--- src/rtl/joybus_pkg.sv ---
// Shared Joybus definitions: transmitter states, bit timing and standard poll commands.
package joybus_pkg;

    localparam int unsigned DATA_W = 24;
    localparam int unsigned LEN_W  = 5;
    localparam int unsigned CNT_W  = 7;

    localparam int unsigned CYC_SHORT     = 25;
    localparam int unsigned CYC_LONG      = 75;
    localparam int unsigned CYC_BIT       = 100;
    localparam int unsigned CYC_STOP_HIGH = 50;

    localparam logic [7:0]        N64_POLL = 8'h01;
    localparam logic [DATA_W-1:0] GC_POLL  = 24'h400302;

    typedef enum logic [2:0] {
        IDLE,
        BIT_LOW,
        BIT_HIGH,
        STOP_LOW,
        STOP_HIGH
    } jb_state_e;

    // Captured command: data shifts out MSB first, len counts remaining bits.
    typedef struct packed {
        logic [DATA_W-1:0] data;
        logic [LEN_W-1:0]  len;
    } jb_cmd_t;

    // Last phase-counter value of the low half of a bit.
    function automatic logic [CNT_W-1:0] low_last(input logic b);
        return b ? CNT_W'(CYC_SHORT - 1) : CNT_W'(CYC_LONG - 1);
    endfunction

    // Last phase-counter value of the released half of a bit.
    function automatic logic [CNT_W-1:0] high_last(input logic b);
        return b ? CNT_W'(CYC_LONG - 1) : CNT_W'(CYC_SHORT - 1);
    endfunction

endpackage

--- src/rtl/joybus_tx.sv ---
// Joybus command transmitter: serialises up to 24 bits with pulse-width encoding,
// appends a stop bit and arms the downstream receiver as the line is released.
module joybus_tx
    import joybus_pkg::*;
(
    input  logic              clk,
    input  logic              rst_n,
    input  logic              tx_start,
    input  logic [DATA_W-1:0] tx_data,
    input  logic [LEN_W-1:0]  tx_len,
    output logic              JB_TX,
    output logic              tx_busy,
    output logic              rx_start,
    output logic              tx_done
);

    jb_state_e        state_q, state_d;
    logic [CNT_W-1:0] cnt_q, cnt_d;
    jb_cmd_t          cmd_q, cmd_d;
    logic             jb_tx_q, jb_tx_d;
    logic             busy_q, busy_d;
    logic             rx_start_q, rx_start_d;
    logic             done_q, done_d;
    logic             cur_bit;
    logic             len_ok;

    assign cur_bit = cmd_q.data[DATA_W-1];
    assign len_ok  = (tx_len != '0) && (tx_len <= LEN_W'(DATA_W));

    // State, counters and output flops; reset releases the line at once.
    always_ff @(posedge clk or negedge rst_n) begin
        if (!rst_n) begin
            state_q    <= IDLE;
            cnt_q      <= '0;
            cmd_q      <= '0;
            jb_tx_q    <= 1'b1;
            busy_q     <= 1'b0;
            rx_start_q <= 1'b0;
            done_q     <= 1'b0;
        end else begin
            state_q    <= state_d;
            cnt_q      <= cnt_d;
            cmd_q      <= cmd_d;
            jb_tx_q    <= jb_tx_d;
            busy_q     <= busy_d;
            rx_start_q <= rx_start_d;
            done_q     <= done_d;
        end
    end

    // Next state; outputs are derived from the next state so they land with it.
    always_comb begin
        state_d    = state_q;
        cnt_d      = cnt_q + CNT_W'(1);
        cmd_d      = cmd_q;
        jb_tx_d    = 1'b1;
        busy_d     = 1'b0;
        rx_start_d = 1'b0;
        done_d     = 1'b0;

        unique case (state_q)
            IDLE: begin
                cnt_d = '0;
                if (tx_start && len_ok) begin
                    state_d = BIT_LOW;
                    cmd_d   = '{data: tx_data, len: tx_len};
                end
            end
            BIT_LOW: begin
                if (cnt_q == low_last(cur_bit)) begin
                    state_d = BIT_HIGH;
                    cnt_d   = '0;
                end
            end
            BIT_HIGH: begin
                if (cnt_q == high_last(cur_bit)) begin
                    cnt_d      = '0;
                    cmd_d.data = {cmd_q.data[DATA_W-2:0], 1'b0};
                    cmd_d.len  = cmd_q.len - LEN_W'(1);
                    state_d    = (cmd_q.len == LEN_W'(1)) ? STOP_LOW : BIT_LOW;
                end
            end
            STOP_LOW: begin
                if (cnt_q == CNT_W'(CYC_SHORT - 1)) begin
                    state_d = STOP_HIGH;
                    cnt_d   = '0;
                end
            end
            STOP_HIGH: begin
                if (cnt_q == CNT_W'(CYC_STOP_HIGH - 1)) begin
                    state_d = IDLE;
                    cnt_d   = '0;
                end
            end
            default: begin
                state_d = IDLE;
                cnt_d   = '0;
            end
        endcase

        jb_tx_d    = !((state_d == BIT_LOW) || (state_d == STOP_LOW));
        busy_d     = (state_d != IDLE);
        rx_start_d = (state_q == STOP_LOW) && (state_d == STOP_HIGH);
        done_d     = (state_d == STOP_HIGH) && (cnt_d == CNT_W'(CYC_STOP_HIGH - 1));
    end

    assign JB_TX    = jb_tx_q;
    assign tx_busy  = busy_q;
    assign rx_start = rx_start_q;
    assign tx_done  = done_q;

endmodule
--- config.mk ---
export PLATFORM = sky130hd
export DESIGN_NAME = joybus_tx
export DESIGN_NICKNAME = d
export VERILOG_FILES = /design/src/rtl/joybus_pkg.sv /design/src/rtl/joybus_tx.sv
export SDC_FILE = /design/constraint.sdc
export NUM_CORES = 1
export LEC_CHECK = 0
export ABC_AREA = 0
export BUFFER_PORTS_ARGS = -buffer_cell sky130_fd_sc_hd__buf_2
export CAP_MARGIN = 20
export CORE_AREA = 3 3 64 66
export CTS_BUF_LIST = sky130_fd_sc_hd__clkbuf_8
export DETAILED_ROUTE_END_ITERATION = 8
export DIE_AREA = 0 0 67 69
export PLACE_DENSITY = 0.84
export SLEW_MARGIN = 5
export SYNTH_ARGS = -nofsm -noshare
export SYNTH_HDL_FRONTEND = slang
export SYNTH_SLANG_ARGS = --single-unit
--- constraint.sdc ---
create_clock -name clk -period 5 [get_ports clk]
set_clock_uncertainty 0.05 [all_clocks]
set_input_delay 0.25 -clock clk [delete_from_list [all_inputs] [get_ports clk]]
set_output_delay 0.25 -clock clk [all_outputs]
set_load 0.1 [all_outputs]
==> summary.md <==
| Metric | Value |
|---|---|
| Cell with the biggest individual delay on the critical path | `o21ai_4` |
| Clock tree from TritonCTS | `done` |
| H-tree lvl count | `2` |
| Cell type contributing the most total cell area after synthesis | `dfrtp_1` |
| Top FF cell, synth | `dfrtp_1` |
| Final net count | `314` |
| Run status | `finished, final reports clean` |
| Final count of hold timing violations | `0` |
| Arrival time reported for the critical path endpoint | `3.07 ns` |
| Capturing element type of the critical path | `register` |
| Via count of the first global-routing pass | `1680` |
| FP Rows | `22` |
| RSZ-0062 raised after global routing | `no` |
| Antenna viol nets, final | `0` |
| Library cell used as clock root buffer | `clkbuf_8` |
| CTS buffer count | `5` |
| Hold-fix buffers at CTS | `0` |
| Clock transition at the registers of the reported paths | `0.08 ns` |
| Post-route clock period utilization | `0.581` |
| Ratio of total power to cell area | `approximately 240 mW/mm^2` |
| Critical Path RT | `5.16 ns` |
| Maximum vdd drop | `125 uV` |
| Global-route wire length before repair | `around 7300 um` |
| Largest stage delay on the critical path | `0.74 ns` |
| Count of unique library cells instantiated by Yosys | `38` |
| Chip Height | `69 um` |
| Sequential share of the synthesized area | `0.492` |
| Clock network latency to the later pin of the worst-skew pair | `roughly 0.3 ns` |
| Chip width | `roughly 67 um` |
| Synthesis-stage register bit count | `43` |
| Detailed-routing iteration count for the pre-antenna-repair pass | `5` |
| Min Tclk post-route | `2.90 ns` |
| Post-synthesis instance area | `between 0.002 and 0.0025 mm^2` |
| Mapped Cells | `249` |
| Cell-by-cell trace of the critical path | `nor2b_1 > nand2b_1 > o21ai_4 > buf_4 > nor2_1 > a31oi_1` |
| Starting density of the core | `0.602` |
| Maximum number of pins on one net before global-route repair | `between 40 and 50` |
| Residual overflow from global routing | `0` |
| Number of violations of the max-capacitance limit | `0` |
| Tightest Pin Transition | `1.04 ns` |
| Postcts setup bufs | `0` |
| Detail Placement HPWL | `~3000 um` |
| Average vias per placed instance | `5.48` |
| Critical Path Start Type | `register` |
| Total I/O pin count | `36` |
| Average wire length per cell after detail routing | `13.5 um` |
| Fmax | `0.344 GHz` |
| Routed vias | `between 1500 and 2000` |
| Initial antenna violation count | `0` |
| Synth Area per Inst | `8.79 um^2` |
| Worst rel slew slack | `0.306` |
| Final count of negative-setup-slack endpoints | `0` |
| Fraction of the core area covered by cells at the end of the flow | `0.680` |
| Pleak | `1.17 nW` |
| Largest cells by area after synthesis | `dfrtp_1 (48%), nand2_1 (9.3%), a31oi_1 (6.6%), nor2_1 (5.5%), ha_1 (2.9%)` |
| Initial DRC Count | `roughly 170` |
| Share of synthesized registers carrying an async set or reset | `1.00` |
| Setup TNS | `0 ns` |
| WL final | `between 4000 and 5000 um` |
| Class of the most critical hold timing path | `in2async` |
| Number of buffer cells added on primary ports | `35` |
| Post-synthesis net count | `between 200 and 300` |
| DRC Markers | `0` |
| Full die area | `about 0.0046 mm^2` |
| Area of the core | `0.00363 mm^2` |
| Number of flops mapped to enable cells by yosys | `0` |
| Maximum buffer depth of the clock tree | `2` |
| Yosys top cell area share | `0.480` |
| RD Place Congestion | `0.888` |
| Number of sinks handled by clock tree synthesis | `43` |
| Fin. max-slew vios | `0` |
| Biggest fanout along the worst timing path | `35` |
| Worst setup path category | `reg2reg` |
| Ratio of cells with drive above 1 in the final layout | `0.194` |
| Post-CTS sizing | `0` |
| Area delta synth->final | `12.9%` |
| Tot GR Track Use | `0.201` |
| Total inserted antenna cells | `0` |
| Count of warnings emitted by yosys | `0` |
## metal layers
layer / track usage / wire length (um)
met1: 0.273 / 2020
met4: 0.0608 / 55
met3: 0.0505 / 233
met5: 0 / 0
met2: 0.316 / 2080
## report_power, final
part	switching (mW)	total, mW	leakage, nW	internal, mW
clock	0.120	0.217	0.0402	0.0971
combinational	0.0112	0.0203	0.673	0.00913
sequential	0	0.347	0.452	0.347
total	0.131	0.585	1.17	0.454
## area by class of cell
type / instances / area, um^2
clock buffer: 5 / 68.8
clock inverter: 3 / 20.0
fill: 321 / 1160
inverter: 6 / 22.5
multi-input combinational: 184 / 1030
sequential: 43 / 1080
tap: 48 / 60.1
timing repair buffer: 37 / 190
## cells in the mapped netlist (all sizes together), types with 5 or more instances
library cell	n
o21ai	8
clkbuf	10
dfrtp	42
nor2	32
a21oi	7
ha	5
buf	6
inv	6
nand2	54
nand3	5
a31oi	23
nor2b	8
## cells by family after synthesis
| family | after synthesis | share of synthesized area |
|---|---|---|
| AND/OR/NAND/NOR | 121 | 0.257 |
| AO/OA/AOI/OAI | 50 | 0.148 |
| flip-flops | 43 | 0.492 |
| buffers and inverters | 22 | 0.0412 |
| XOR/XNOR | 7 | 0.0280 |
| adder cells (fa/ha/maj) | 5 | 0.0286 |
| multiplexers | 1 | 0.00457 |
## stage by stage
step	hold WS (ns)	setup WS [ns]	power [mW]	std cells	instance area [um^2]
6_report	0.0323	2.10	0.585	326	2470
5_1_grt	0.105	1.79	0.609	326	2470
4_1_cts	0.0615	2.09	0.592	326	2470
3_5_place_dp	0.387	2.16	0.375	318	2380
3_3_place_gp	0.390	2.29	0.375	318	2380
2_1_floorplan	-0.0956	2.99	0.356	249	2190
## cells in the final DEF, fill, tap and decap left out, drive strengths merged
cell type  instances
or3                2
nand4              2
nand3              5
inv                6
or2                2
buf               37
dfstp              1
nor2              32
o21ai              8
nor3b              1
o21a               1
mux2i              1
o2111ai            1
nor2b              8
xor2               4
a31o               2
nand2b             2
and3b              1
ha                 5
and3               3
o22ai              1
a21oi              7
clkbuf             5
nor4b              3
nand2             54
o311ai             1
clkinv             1
clkinvlp           2
xnor2              3
a22oi              1
o211ai             4
or4                1
dfrtp             42
nor4               1
or4b               1
a31oi             23
a41oi              1
nor3               3
## state kept, by name, indices dropped and copies added (netlist names)
signal	count
cmd_q	29
cnt_q	7
state_q	3
JB_TX	1
rx_start	1
tx_busy	1
tx_done	1
## path summary, 6_finish.rpt
check	start	endpoint	slack (ns)	cells after the start
max reg2reg	state_q[2]	cmd_q[18]	2.10	6
max	state_q[2]	cmd_q[18]	2.10	6
min	rst_n	rx_start	0.03	1
min in group clk	tx_data[11]	cmd_q[16]	0.15	3
min reg2reg	cmd_q[25]	cmd_q[26]	0.49	2
max in group asynchronous	rst_n	cmd_q[22]	4.31	1
## worst max-delay path: cells and delay by family (launching register included)
kind / cells / cell delay [ns]
simple gates: 3 / 1.00
flops: 1 / 0.45
buf+inv: 1 / 0.41
compound gates: 2 / 0.91
Note: power is estimated with default switching activity, not from simulation.
